==> src/rtl/pipe_reg_file.sv <==
// -----------------------------------------------------------------------------
// pipe_reg_file
// Pipeline register file with two combinational read ports, one writeback
// port with write-through bypass, and a per-register pending-write counter
// (scoreboard) used to flag reads of registers whose data is still in flight.
//
// Ports
//   iCpuClock     : clock, all state updates on the rising edge
//   iCpuReset     : asynchronous active-high reset
//   iReadAddr1/2  : read port indices
//   oReadData1/2  : read port data (bypassed from the writeback port)
//   oReadBusy1/2  : read register still has an outstanding write this cycle
//   iIssueValid   : reserve a future write to iIssueDest
//   iIssueDest    : destination index being reserved
//   oIssueReject  : reservation refused (counter saturated, no writeback)
//   iWriteEnable  : writeback strobe
//   iWriteAddr    : writeback destination index
//   iWriteData    : writeback data
//   oAnyPending   : registered flag, some counter is non-zero
// -----------------------------------------------------------------------------
module pipe_reg_file #(
   parameter int DATA_WIDTH = 32,
   parameter int ADDR_WIDTH = 5,
   parameter int PEND_WIDTH = 2
) (
   input  logic                  iCpuClock,
   input  logic                  iCpuReset,
   input  logic [ADDR_WIDTH-1:0] iReadAddr1,
   input  logic [ADDR_WIDTH-1:0] iReadAddr2,
   output logic [DATA_WIDTH-1:0] oReadData1,
   output logic [DATA_WIDTH-1:0] oReadData2,
   output logic                  oReadBusy1,
   output logic                  oReadBusy2,
   input  logic                  iIssueValid,
   input  logic [ADDR_WIDTH-1:0] iIssueDest,
   output logic                  oIssueReject,
   input  logic                  iWriteEnable,
   input  logic [ADDR_WIDTH-1:0] iWriteAddr,
   input  logic [DATA_WIDTH-1:0] iWriteData,
   output logic                  oAnyPending
);

   localparam int DEPTH = 2 ** ADDR_WIDTH;
   localparam logic [PEND_WIDTH-1:0] PEND_MAX  = {PEND_WIDTH{1'b1}};
   localparam logic [PEND_WIDTH-1:0] PEND_ZERO = {PEND_WIDTH{1'b0}};
   localparam logic [PEND_WIDTH-1:0] PEND_ONE  = PEND_WIDTH'(1);
   localparam logic [ADDR_WIDTH-1:0] ADDR_ZERO = {ADDR_WIDTH{1'b0}};
   localparam logic [DATA_WIDTH-1:0] DATA_ZERO = {DATA_WIDTH{1'b0}};

   logic [DATA_WIDTH-1:0] regFile_r   [DEPTH];
   logic [PEND_WIDTH-1:0] pendCount_r [DEPTH];
   logic [PEND_WIDTH-1:0] pendNext_s  [DEPTH];
   logic                  anyPending_r;
   logic                  anyNext_s;
   logic                  writeHit_s;
   logic                  issueBypass_s;
   logic                  issueAccept_s;
   logic                  issueReject_s;

   // Read value for one port: register 0 is hard zero, a same-cycle
   // writeback to the read index is forwarded ahead of the stored value.
   function automatic logic [DATA_WIDTH-1:0] readValue(
      input logic [ADDR_WIDTH-1:0] addr,
      input logic                  wrHit,
      input logic [ADDR_WIDTH-1:0] wrAddr,
      input logic [DATA_WIDTH-1:0] wrData,
      input logic [DATA_WIDTH-1:0] stored
   );
      logic [DATA_WIDTH-1:0] value;
      if (addr == ADDR_ZERO) begin
         value = DATA_ZERO;
      end else if (wrHit && (wrAddr == addr)) begin
         value = wrData;
      end else begin
         value = stored;
      end
      return value;
   endfunction

   // Busy for one port: a count of exactly one is satisfied by a same-cycle
   // writeback to that index, so the reader sees the bypassed data instead.
   function automatic logic readBusy(
      input logic [ADDR_WIDTH-1:0] addr,
      input logic [PEND_WIDTH-1:0] count,
      input logic                  wrHit,
      input logic [ADDR_WIDTH-1:0] wrAddr
   );
      logic busy;
      if (addr == ADDR_ZERO) begin
         busy = 1'b0;
      end else if (count == PEND_ZERO) begin
         busy = 1'b0;
      end else if ((count == PEND_ONE) && wrHit && (wrAddr == addr)) begin
         busy = 1'b0;
      end else begin
         busy = 1'b1;
      end
      return busy;
   endfunction

   // Issue/writeback qualification; index 0 is neither tracked nor written.
   always_comb begin
      writeHit_s    = iWriteEnable && (iWriteAddr != ADDR_ZERO);
      issueBypass_s = writeHit_s && (iWriteAddr == iIssueDest);
      issueReject_s = 1'b0;
      issueAccept_s = 1'b0;
      if (iIssueValid && (iIssueDest != ADDR_ZERO)) begin
         // A saturated counter can still take an issue when the same index
         // retires a write this cycle; the two cancel out.
         if ((pendCount_r[iIssueDest] == PEND_MAX) && !issueBypass_s) begin
            issueReject_s = 1'b1;
         end else begin
            issueAccept_s = 1'b1;
         end
      end else begin
         issueReject_s = 1'b0;
         issueAccept_s = 1'b0;
      end
   end

   // Next pending count per register and the OR that feeds oAnyPending.
   always_comb begin
      anyNext_s = 1'b0;
      for (int i = 0; i < DEPTH; i++) begin
         pendNext_s[i] = pendCount_r[i];
         if (i == 0) begin
            pendNext_s[i] = PEND_ZERO;
         end else begin
            case ({issueAccept_s && (iIssueDest == ADDR_WIDTH'(i)),
                   writeHit_s    && (iWriteAddr == ADDR_WIDTH'(i))})
               2'b10: pendNext_s[i] = pendCount_r[i] + PEND_ONE;
               2'b01: begin
                  // Untracked writes leave a zero counter at zero.
                  if (pendCount_r[i] != PEND_ZERO) begin
                     pendNext_s[i] = pendCount_r[i] - PEND_ONE;
                  end else begin
                     pendNext_s[i] = PEND_ZERO;
                  end
               end
               2'b11:   pendNext_s[i] = pendCount_r[i];
               default: pendNext_s[i] = pendCount_r[i];
            endcase
         end
         anyNext_s = anyNext_s | (pendNext_s[i] != PEND_ZERO);
      end
   end

   // Register storage, pending counters and the pending summary flag.
   always_ff @(posedge iCpuClock or posedge iCpuReset) begin
      if (iCpuReset) begin
         for (int i = 0; i < DEPTH; i++) begin
            regFile_r[i]   <= DATA_ZERO;
            pendCount_r[i] <= PEND_ZERO;
         end
         anyPending_r <= 1'b0;
      end else begin
         for (int i = 0; i < DEPTH; i++) begin
            pendCount_r[i] <= pendNext_s[i];
         end
         if (writeHit_s) begin
            regFile_r[iWriteAddr] <= iWriteData;
         end
         anyPending_r <= anyNext_s;
      end
   end

   assign oReadData1   = readValue(iReadAddr1, writeHit_s, iWriteAddr, iWriteData,
                                   regFile_r[iReadAddr1]);
   assign oReadData2   = readValue(iReadAddr2, writeHit_s, iWriteAddr, iWriteData,
                                   regFile_r[iReadAddr2]);
   assign oReadBusy1   = readBusy(iReadAddr1, pendCount_r[iReadAddr1], writeHit_s, iWriteAddr);
   assign oReadBusy2   = readBusy(iReadAddr2, pendCount_r[iReadAddr2], writeHit_s, iWriteAddr);
   assign oIssueReject = issueReject_s;
   assign oAnyPending  = anyPending_r;

endmodule

==> config.mk <==
export PLATFORM = sky130hd
export DESIGN_NAME = pipe_reg_file
export DESIGN_NICKNAME = d
export VERILOG_FILES = /design/src/rtl/pipe_reg_file.sv
export SDC_FILE = /design/constraint.sdc
export NUM_CORES = 2
export LEC_CHECK = 0
export CAP_MARGIN = 0
export CORE_MARGIN = 3
export CORE_UTILIZATION = 68
export CTS_CLUSTER_SIZE = 25
export DETAILED_ROUTE_END_ITERATION = 7
export PLACE_DENSITY_LB_ADDON = 0.1
export SKIP_CTS_REPAIR_TIMING = 1
export SYNTH_ARGS = -nofsm -noshare
export SYNTH_HDL_FRONTEND = slang
export SYNTH_SLANG_ARGS = --single-unit
==> constraint.sdc <==
create_clock -name iCpuClock -period 59.6 [get_ports iCpuClock]
set_clock_uncertainty 0.2 [all_clocks]
set_input_delay 11.92 -clock iCpuClock [delete_from_list [all_inputs] [get_ports iCpuClock]]
set_output_delay 11.92 -clock iCpuClock [all_outputs]
set_load 0.01 [all_outputs]
==> summary.txt <==
Outcome
  • Status: complete, no violations

Synthesis
  • Post-Syn Area: just over 0.06 mm2
  • Sequential area share after synthesis: 43.7%
  • Yosys warning count: 0
  • Yosys top cell area share: between 40 and 50%
  • Mapped Avg Cell Area: ~12 um2
  • Area leader, netlist: dfrtp_1
  • Number of synthesized flops with an enable pin: 0
  • Synth async-reset ratio: between 90% and 100%
  • Most common flop cell mapped by yosys: dfrtp_1
  • Synth unique cells: 64
  • Top-count cell post-synth: dfrtp_1
  • FF+latch count, synth: 1087
  • Synth area leaders: dfrtp_1, mux4_2, mux2_2, nand2_1, mux2i_1
  • Post-synthesis net count: roughly 5.3k
  • Mapped Cells: between 5k and 6k
  • Post-synth top cells: dfrtp_1, nand2_1, mux2_2

Global route
  • Largest net degree at the start of global routing: around 180
  • Wire length of the first global-routing pass: between 300 and 400 mm
  • Initial antenna violation count: 6
  • GRT Util Overall: a little over two fifths
  • GR Overflow Total: 0
  • Number of global-route vias before repair: 46.2k

Placed design
  • I/O Buffers: roughly 120
  • Gpl congestion: about 0.94
  • Post-DP HPWL: about 110 mm
  • Pre-CTS setup slack: 31.17 ns

Power and ir drop
  • Clk network pwr share: about a third
  • Worst IR Drop VDD: between 30 and 40 uV
  • Combinational power share: a little over a fifth
  • P_int: around 1.6 mW
  • PwrDens: approximately 33 mW/mm2
  • Psw: roughly 630 uW
  • Leak: between 30 and 40 nW
  • Reg power frac: between 40% and 50%
  • Sw Share: 28.3%

STA
  • Worst slew pin tran: ~1.2 ns
  • Max Freq: between 0.03 and 0.04 GHz
  • Period utilization: 47.9%
  • Slew Viols, Final: 0
  • Hold Worst Slack: approximately 0.19 ns
  • Setup-failing EPs final: 0
  • Period minus WS final: between 20 and 30 ns
  • Final Hold Fails: 0
  • Worst Setup Slack, final: ~31 ns
  • Fin Setup TNS: 0 ns
  • Worst relative slew slack: 16.8%
  • RSZ-0062 raised after global routing: false

CTS
  • Htree depth: 3
  • Worst skew pair latency: roughly 0.7 ns
  • Clock buffer depth: 3
  • CTS buffer count: between 100 and 150
  • Root Driver: clkbuf_16
  • CTS tree: yes
  • Clk sink count: roughly 1.1k
  • Clock transition at path regs: 0.06 ns

Setup path
  • Worst R2R Path Depth: 12
  • Crit path launch type: primary input
  • Worst Path Arrival: around 16 ns
  • CP max FO: 80
  • CP endpoint kind: primary output
  • WS Path Type: primary input to primary output
  • CP required: between 40 and 50 ns

Drt
  • Vias: about 46k
  • Iter 0 DRT Violations: between 6k and 7k
  • Drt pass-1 iters: 6
  • Via density: 7.37
  • Wire length per cell: 32.5 um
  • DRC: 0
  • Post-route ant nets: 0
  • Post-Route WL: ~200 mm

Floorplanning
  • Io pins: between 100 and 150
  • Row Count: 110
  • Core Box Area: roughly 0.09 mm2
  • Chip height: approximately 310 um
  • Die area: 0.0952 mm2
  • Die width: ~310 um
  • Starting Density: roughly 69%

Final layout
  • Ratio of cells with drive above 1 in the final layout: around a third
  • Layout Nets: approximately 5k
  • Synth-to-layout area growth: 8.97%

Flow run
  • Max_cap viols: 0

Hold path
  • HP Class: flop to flop
  • Worst Hold Depth: 0
-- layer usage --
layer	track usage (%)	part of all wire, %	up-vias
met5	0	0	-
met4	26.9	7.6	0
met3	12.5	12	908
met2	64.4	45	3229
met1	56.8	36	23400
li1	-	-	18400
-- layout make-up --
cell class / instances / area, um2
fillers: 5845 / 22600
well taps: 1176 / 1470
clock buffers: 182 / 3590
clock inverters: 36 / 562
multi-input cells: 3408 / 32400
diodes: 6 / 15.0
inverters: 101 / 392
repair buffers: 234 / 2140
flip-flops and latches: 1087 / 27200
-- cells by family (layout without fill, tap and decap cells) --
kind of cell / after synthesis / after routing / share of synthesized area (%)
AOI/OAI and AO/OA: 515 / 515 / 5.80
xor gates and xnor gates: 15 / 15 / 0.211
adders and majority gates: 124 / 124 / 2.49
buffers and inverters: 588 / 553 / 4.49
DFF: 1087 / 1087 / 43.7
muxes: 1427 / 1427 / 34.6
other: 0 / 6 / 0
and+or+nand+nor: 1327 / 1327 / 8.68
-- worst max-delay path, cell delays in order --
cell and delay (ns):
buf_8 0.65, buf_12 0.60, buf_4 0.81, mux2i_1 0.16
a221oi_1 0.39, a22oi_1 0.15, o211ai_1 0.22, o21ai_0 0.13
a31oi_1 0.56, clkdlybuf4s50_1 0.66
-- state kept, by name, summed over array words and instances (netlist names) --
name         cells
regFile_r     1024
oAnyPending      1
pendCount_r     62
-- per-stage QoR --
step | utilization, % | instance area (um2) | cells | power [mW]
global placement | 70.4 | 63600 | 6006 | 1.43
CTS | 75.0 | 67800 | 6224 | 2.23
finish | 75.0 | 67800 | 6230 | 2.24
floorplan | - | 62200 | 5083 | 1.32
global route | 75.0 | 67800 | 6227 | 2.32
detailed placement | 70.4 | 63600 | 6006 | 1.45
-- placed cells by master, fill, tap and decap left out, types with 21 or more instances in the layout --
cell type	count
nand3_1	34
mux2i_1	204
buf_4	110
clkbuf_8	38
a221oi_1	102
nor2_1	113
mux2_2	714
a211oi_1	40
nand2_1	1022
a221o_1	21
inv_1	88
clkbuf_16	119
a21oi_1	99
ha_1	124
and2_1	27
clkdlybuf4s50_1	113
a22oi_1	63
mux4_2	509
o21ai_0	103
dfrtp_1	1087
clkbuf_1	25
-- power groups by stage --
stage	logic (mW)	clock network, mW	registers, mW
finish	0.470	0.782	0.985
global route	0.505	0.814	0.998
CTS	0.466	0.783	0.978
detailed placement	0.462	0	0.990
global placement	0.448	0	0.979
floorplan	0.359	0	0.957
-- worst paths after layout --
check / to / from / slack (ns)
setup / recovery: oReadData2[11] / iReadAddr2[0] / 31.04
hold / removal: regFile_r[1004] / regFile_r[1004] / 0.19
setup reg to reg: oAnyPending / pendCount_r[5] / 54.88
hold reg to reg: regFile_r[1004] / regFile_r[1004] / 0.19
max in group asynchronous: regFile_r[57] / iCpuReset / 44.31
min in group asynchronous: pendCount_r[51] / iCpuReset / 11.53
(Power assumes the default switching activity.)
